===== config.mk =====
export PLATFORM = sky130hd
export DESIGN_NAME = branch_target_buffer_flat
export DESIGN_NICKNAME = d
export VERILOG_FILES = /design/src/rtl/branch_target_buffer_if.sv /design/src/rtl/branch_target_buffer.sv /design/src/flat_wrapper.sv
export SDC_FILE = /design/constraint.sdc
export NUM_CORES = 2
export LEC_CHECK = 0
export CORE_MARGIN = 2
export CORE_UTILIZATION = 59
export CTS_BUF_LIST = sky130_fd_sc_hd__clkbuf_4
export DETAILED_ROUTE_END_ITERATION = 12
export GPL_ROUTABILITY_DRIVEN = 0
export GPL_TIMING_DRIVEN = 0
export HOLD_SLACK_MARGIN = 0.15
export PLACE_DENSITY = 0.75
export SLEW_MARGIN = 20
export SYNTH_ARGS = -nofsm -noshare
export SYNTH_HDL_FRONTEND = slang
export SYNTH_SLANG_ARGS = --single-unit

===== constraint.sdc =====
create_clock -name CLK -period 11.5 [get_ports CLK]
set_input_delay 2.3 -clock CLK [delete_from_list [all_inputs] [get_ports CLK]]
set_output_delay 2.3 -clock CLK [all_outputs]
set_load 0.1 [all_outputs]

===== src/rtl/branch_target_buffer_if.sv =====
// Fetch/execute-side bundle for the branch target buffer.
// The master drives the fetch PC and resolved-branch updates and receives the prediction.
// The slave (the BTB) does the reverse.
interface branch_target_buffer_if #(
    parameter int ADDR_W = 32
);
    logic [ADDR_W-1:0] lookup_pc;
    logic              predict_hit;
    logic              predict_taken;
    logic [ADDR_W-1:0] predict_target;
    logic              upd_valid;
    logic [ADDR_W-1:0] upd_pc;
    logic              upd_taken;
    logic [ADDR_W-1:0] upd_target;

    modport master (
        output lookup_pc,
        output upd_valid,
        output upd_pc,
        output upd_taken,
        output upd_target,
        input  predict_hit,
        input  predict_taken,
        input  predict_target
    );

    modport slave (
        input  lookup_pc,
        input  upd_valid,
        input  upd_pc,
        input  upd_taken,
        input  upd_target,
        output predict_hit,
        output predict_taken,
        output predict_target
    );
endinterface


===== src/rtl/branch_target_buffer.sv =====
// Direct-mapped branch target buffer with a 2-bit saturating direction counter per PHT entry.
// Lookup is combinational on the fetch PC. Resolved branches update the tables on the rising edge.
// Optional feature: define BRANCH_TARGET_BUFFER_GSHARE_EN to XOR a global history
// register into the PHT index (gshare). With the macro undefined, the PHT is indexed like the BTB.
module branch_target_buffer #(
    parameter int ENTRIES = 16,
    parameter int ADDR_W  = 32
) (
    input  logic                         CLK,
    input  logic                         nRST,
    branch_target_buffer_if.slave        bus
);
    localparam int IDX_W = $clog2(ENTRIES);
    localparam int TAG_W = ADDR_W - IDX_W - 2;

    // Flattened views of the per-entry state, so lookup and update can index by PC.
    logic [ENTRIES-1:0] valid_all;
    logic [TAG_W-1:0]   tag_all    [ENTRIES];
    logic [ADDR_W-1:0]  target_all [ENTRIES];
    logic [1:0]         pht_all    [ENTRIES];

    // PC field extraction; bits [1:0] are ignored because PCs are word-aligned.
    logic [IDX_W-1:0] lk_idx;
    logic [TAG_W-1:0] lk_tag;
    logic [IDX_W-1:0] up_idx;
    logic [TAG_W-1:0] up_tag;
    logic [IDX_W-1:0] lk_pidx;
    logic [IDX_W-1:0] up_pidx;
    logic             unused_pc_bits;

    assign lk_idx = bus.lookup_pc[IDX_W+1:2];
    assign lk_tag = bus.lookup_pc[ADDR_W-1:IDX_W+2];
    assign up_idx = bus.upd_pc[IDX_W+1:2];
    assign up_tag = bus.upd_pc[ADDR_W-1:IDX_W+2];
    assign unused_pc_bits = ^{bus.lookup_pc[1:0], bus.upd_pc[1:0]};

`ifdef BRANCH_TARGET_BUFFER_GSHARE_EN
    // Non-speculative global history: shifted only when a branch resolves.
    logic [IDX_W-1:0] ghr_reg;
    logic [IDX_W-1:0] ghr_next;

    if (IDX_W > 1) begin : g_ghr_shift
        assign ghr_next = {ghr_reg[IDX_W-2:0], bus.upd_taken};
    end else begin : g_ghr_bit
        assign ghr_next = bus.upd_taken;
    end

    // History register; the PHT update on the same edge still sees the pre-shift value.
    always_ff @(posedge CLK or negedge nRST) begin
        if (!nRST) begin
            ghr_reg <= '0;
        end else if (bus.upd_valid) begin
            ghr_reg <= ghr_next;
        end
    end

    assign lk_pidx = lk_idx ^ ghr_reg;
    assign up_pidx = up_idx ^ ghr_reg;
`else
    assign lk_pidx = lk_idx;
    assign up_pidx = up_idx;
`endif

    // Per-entry storage. Every taken resolution writes its entry: on a hit this refreshes the
    // target (the tag already matches), on a miss it allocates over whatever was aliasing there.
    // Not-taken resolutions never touch tag/target, so no separate hit detection is needed here.
    generate
        for (genvar gi = 0; gi < ENTRIES; gi++) begin : g_entry
            logic              valid_reg;
            logic [TAG_W-1:0]  tag_reg;
            logic [ADDR_W-1:0] target_reg;
            logic [1:0]        pht_reg;

            // Tag/target allocation and refresh on taken branches mapping to this entry.
            always_ff @(posedge CLK or negedge nRST) begin
                if (!nRST) begin
                    valid_reg  <= 1'b0;
                    tag_reg    <= '0;
                    target_reg <= '0;
                end else if (bus.upd_valid && bus.upd_taken && (up_idx == IDX_W'(gi))) begin
                    valid_reg  <= 1'b1;
                    tag_reg    <= up_tag;
                    target_reg <= bus.upd_target;
                end
            end

            // Saturating direction counter, trained on every resolution regardless of hit.
            always_ff @(posedge CLK or negedge nRST) begin
                if (!nRST) begin
                    pht_reg <= 2'b00;
                end else if (bus.upd_valid && (up_pidx == IDX_W'(gi))) begin
                    if (bus.upd_taken && (pht_reg != 2'b11)) begin
                        pht_reg <= pht_reg + 2'd1;
                    end else if (!bus.upd_taken && (pht_reg != 2'b00)) begin
                        pht_reg <= pht_reg - 2'd1;
                    end
                end
            end

            assign valid_all[gi]  = valid_reg;
            assign tag_all[gi]    = tag_reg;
            assign target_all[gi] = target_reg;
            assign pht_all[gi]    = pht_reg;
        end
    endgenerate

    // Zero-latency lookup; same-cycle updates are not bypassed, so this reads pre-edge state.
    always_comb begin
        bus.predict_hit    = valid_all[lk_idx] && (tag_all[lk_idx] == lk_tag);
        bus.predict_taken  = bus.predict_hit && pht_all[lk_pidx][1];
        bus.predict_target = bus.predict_taken ? target_all[lk_idx]
                                               : bus.lookup_pc + ADDR_W'(4);
    end
endmodule


===== src/flat_wrapper.sv =====
// flat-port wrapper written by rule: the top's interface ports become plain ports
module branch_target_buffer_flat 
#(
    parameter int ENTRIES = 16,
    parameter int ADDR_W  = 32
)
  (CLK, nRST, bus_lookup_pc, bus_upd_valid, bus_upd_pc, bus_upd_taken, bus_upd_target, bus_predict_hit, bus_predict_taken, bus_predict_target);
  branch_target_buffer_if #(.ADDR_W(ADDR_W)) bus_i ();
  input  logic CLK;
  input  logic nRST;
  input wire logic [$bits(bus_i.lookup_pc)-1:0] bus_lookup_pc;
  input wire logic [$bits(bus_i.upd_valid)-1:0] bus_upd_valid;
  input wire logic [$bits(bus_i.upd_pc)-1:0] bus_upd_pc;
  input wire logic [$bits(bus_i.upd_taken)-1:0] bus_upd_taken;
  input wire logic [$bits(bus_i.upd_target)-1:0] bus_upd_target;
  output wire logic [$bits(bus_i.predict_hit)-1:0] bus_predict_hit;
  output wire logic [$bits(bus_i.predict_taken)-1:0] bus_predict_taken;
  output wire logic [$bits(bus_i.predict_target)-1:0] bus_predict_target;
  assign bus_i.lookup_pc = bus_lookup_pc;
  assign bus_i.upd_valid = bus_upd_valid;
  assign bus_i.upd_pc = bus_upd_pc;
  assign bus_i.upd_taken = bus_upd_taken;
  assign bus_i.upd_target = bus_upd_target;
  assign bus_predict_hit = bus_i.predict_hit;
  assign bus_predict_taken = bus_i.predict_taken;
  assign bus_predict_target = bus_i.predict_target;
  branch_target_buffer #(.ENTRIES(ENTRIES), .ADDR_W(ADDR_W)) u_core (.CLK(CLK), .nRST(nRST), .bus(bus_i));
endmodule

==> run summary <==
Status -> completed
Leakage -> 23.6 nW
Min Clock Period, post-route -> 10.91 ns
Pwr Total -> 9.06 mW
PD cells -> 175 nW/um2
Fin cells -> 4690
Boundary Pins -> 134
Hold Buf Count CTS -> 0
Ys Warns -> 0
Post-synth EDFFs -> 0
Async SR Flop Fraction -> 1.00
Most frequent cells in the layout -> 976 x dfrtp_1, 965 x mux2_2, 381 x clkbuf_4, 219 x mux4_2, 116 x clkdlybuf4s50_1
H-tree depth -> 5
Max_slew headroom -> 0.185
Register Area -> 24400 um2
Setup bufs post-CTS -> 0
Top FF cell, synth -> dfrtp_1
CTS tree -> yes
Worst Setup End Kind -> output port
Fin Setup TNS -> 0 ns
Die W -> 283 um
RSZ-0062 raised after global routing -> no
FF+latch count, synth -> 976
Routed WL per cell -> 30.5 um
Clock buffer depth -> 4
CP Launch Point -> bus_lookup_pc[2]
Core area -> 77300 um2
Setup violators final -> 0
Cell count after synthesis -> 3078
Post-Syn Area per Cell -> 15.0 um2
Fraction of layout cells with a size suffix above 1 -> 0.468
Row Count -> 102
Die H -> 283 um
Total congestion overflow -> 0
WS Path Type -> in -> out
Max-capacitance violation count -> 0
Placed Instances -> 4243
Commonest non-fill, non-tap cell in the layout -> dfrtp_1
Pin count of the biggest net entering global routing -> 164
CTS buffer count -> 274
Worst EP arrival -> 8.61 ns
Vias per cell -> 6.54
Drt first pass iters -> 9
Maximum vdd ir drop -> 0.107 mV
Final Skew -> 0.0322 ns
Netlist Area Pre-Place -> 46100 um2
Final hold viol count -> 0
Port Buf Inserts -> 117
Root Driver -> clkbuf_4
Final HPWL DP -> 96.5 mm
GRT Overall Usage -> 0.361
Count of final max-slew check failures -> 0
Worst EP required -> 9.20 ns
Area Growth Syn to Fin -> 12.6%
First-pass GRT wire length -> 212 mm
# resized after CTS -> 0
Sequential-to-total area share from yosys stat -> 0.530
Post-synth cell types -> 73
Vias -> 30.7k
Final period util -> 0.948
Iter 0 DRT Violations -> 3121
Final nets -> 3580
Net Count, Synth -> 3179
Detailed Route WL -> 143 mm
DRC Markers -> 0
Starting density of the core -> 0.595
Fillers -> 5486
DIE AREA -> 80300 um2
Antenna Nets Post-Route -> 0
FF-to-FF Start -> u_core.g_entry[5].pht_reg[0]
Hold Startpoint -> u_core.g_entry[5].valid_reg
Initial antenna violation count -> 15
Multi-input logic area -> 20400 um2
Least-Margin Pin Slew -> 1.22 ns
Worst-Skew Late Latency -> 1.12 ns
Clk sink count -> 976
Highest clock rate -> 91.7 MHz
CP startpoint kind -> input port
Vias in the first global route -> 32.7k
Critical Path Fanout Max -> 10
Max reg flops -> 512
Worst hold-check path type -> reg -> reg
Clock transition at path regs -> 0.06 ns
Final core occ -> 0.671
logic make-up after synthesis:
| group | count (synthesis) | synth area share |
|---|---|---|
| multiplexers | 1296 | 0.372 |
| flip-flops | 976 | 0.530 |
| AND/OR/NAND/NOR | 285 | 0.0329 |
| buffers and inverters | 279 | 0.0275 |
| AO/OA/AOI/OAI | 197 | 0.0286 |
| XOR/XNOR | 44 | 0.00837 |
| adder cells (fa/ha/maj) | 1 | 0.000272 |
layer usage:
layer / part of all wire / GRT usage
met1: 0.38 / 0.452
met2: 0.47 / 0.564
met3: 0.090 / 0.101
met4: 0.063 / 0.214
met5: 0.00038 / 0
report_power, final:
part           internal, mW  leakage (nW)  switching [mW]
Clock                  1.51          1.88            1.44
Combinational         0.930          9.29           0.742
Sequential             4.09          12.4           0.342
Total                  6.54          23.6            2.53
cells in the mapped netlist, types with 5 or more instances:
cell	n	area share
nand2_1	72	0.0059
nand4_1	11	0.0015
nor3_1	13	0.0014
a22oi_1	15	0.0024
nor2b_1	17	0.0023
o21ai_0	46	0.0050
buf_4	16	0.0026
nor4_1	11	0.0015
a21oi_1	40	0.0043
a31oi_1	5	0.00068
clkbuf_1	102	0.0083
a221oi_1	6	0.0011
buf_1	101	0.0082
mux2_2	965	0.24
o31ai_1	7	0.0011
nor2_1	50	0.0041
nand3b_1	10	0.0016
xnor2_1	37	0.0070
dfrtp_1	976	0.53
and3_1	7	0.00095
o22ai_1	20	0.0027
nand2b_1	31	0.0042
xor2_1	7	0.0013
mux4_2	219	0.11
mux2_4	29	0.0095
nor3b_1	5	0.00082
nand3_1	30	0.0033
a211oi_1	21	0.0034
inv_1	18	0.0015
buf_6	15	0.0037
and2_1	5	0.00068
buf_2	24	0.0026
mux2i_1	79	0.017
final timing paths:
check	endpoint	slack (ns)	cells after the start
max	bus_predict_target[2]	0.59	14
min	u_core.g_entry[5].valid_reg	0.46	1
max reg2reg	u_core.g_entry[5].pht_reg[0]	10.45	3
min reg2reg	u_core.g_entry[5].valid_reg	0.46	1
max in group asynchronous	u_core.g_entry[5].target_reg[26]	7.85	5
min in group asynchronous	u_core.g_entry[8].pht_reg[0]	0.98	1
stage by stage:
stage	hold WS, ns	worst slack, ns	area [um2]
floorplan	0.426	3.26	46100
global placement	0.441	-32.74	48500
detailed placement	0.447	0.999	48800
CTS	0.462	0.983	51800
global route	0.473	0.790	51900
finish	0.462	0.595	51900
cell type report:
class	count	area share
Buffer	259	0.0232
Tap cell	1040	0.0251
Inverter	20	0.00145
Sequential cell	976	0.471
Clock buffer	381	0.0551
Antenna cell	10	0.000482
Clock inverter	56	0.00425
Multi-Input combinational cell	1823	0.393
Timing Repair Buffer	125	0.0268
worst max-delay path: stages:
cell,delay [ns]
clkdlybuf4s50_1,0.56
buf_6,0.23
buf_6,0.26
buf_4,0.30
buf_4,0.32
buf_2,0.69
mux2i_1,0.30
xnor2_1,0.78
nand2_1,0.22
nor4_4,0.37
nand4_4,0.33
buf_6,0.29
mux2i_1,0.36
clkdlybuf4s50_1,1.22
Note: power is estimated with default switching activity, not from simulation.
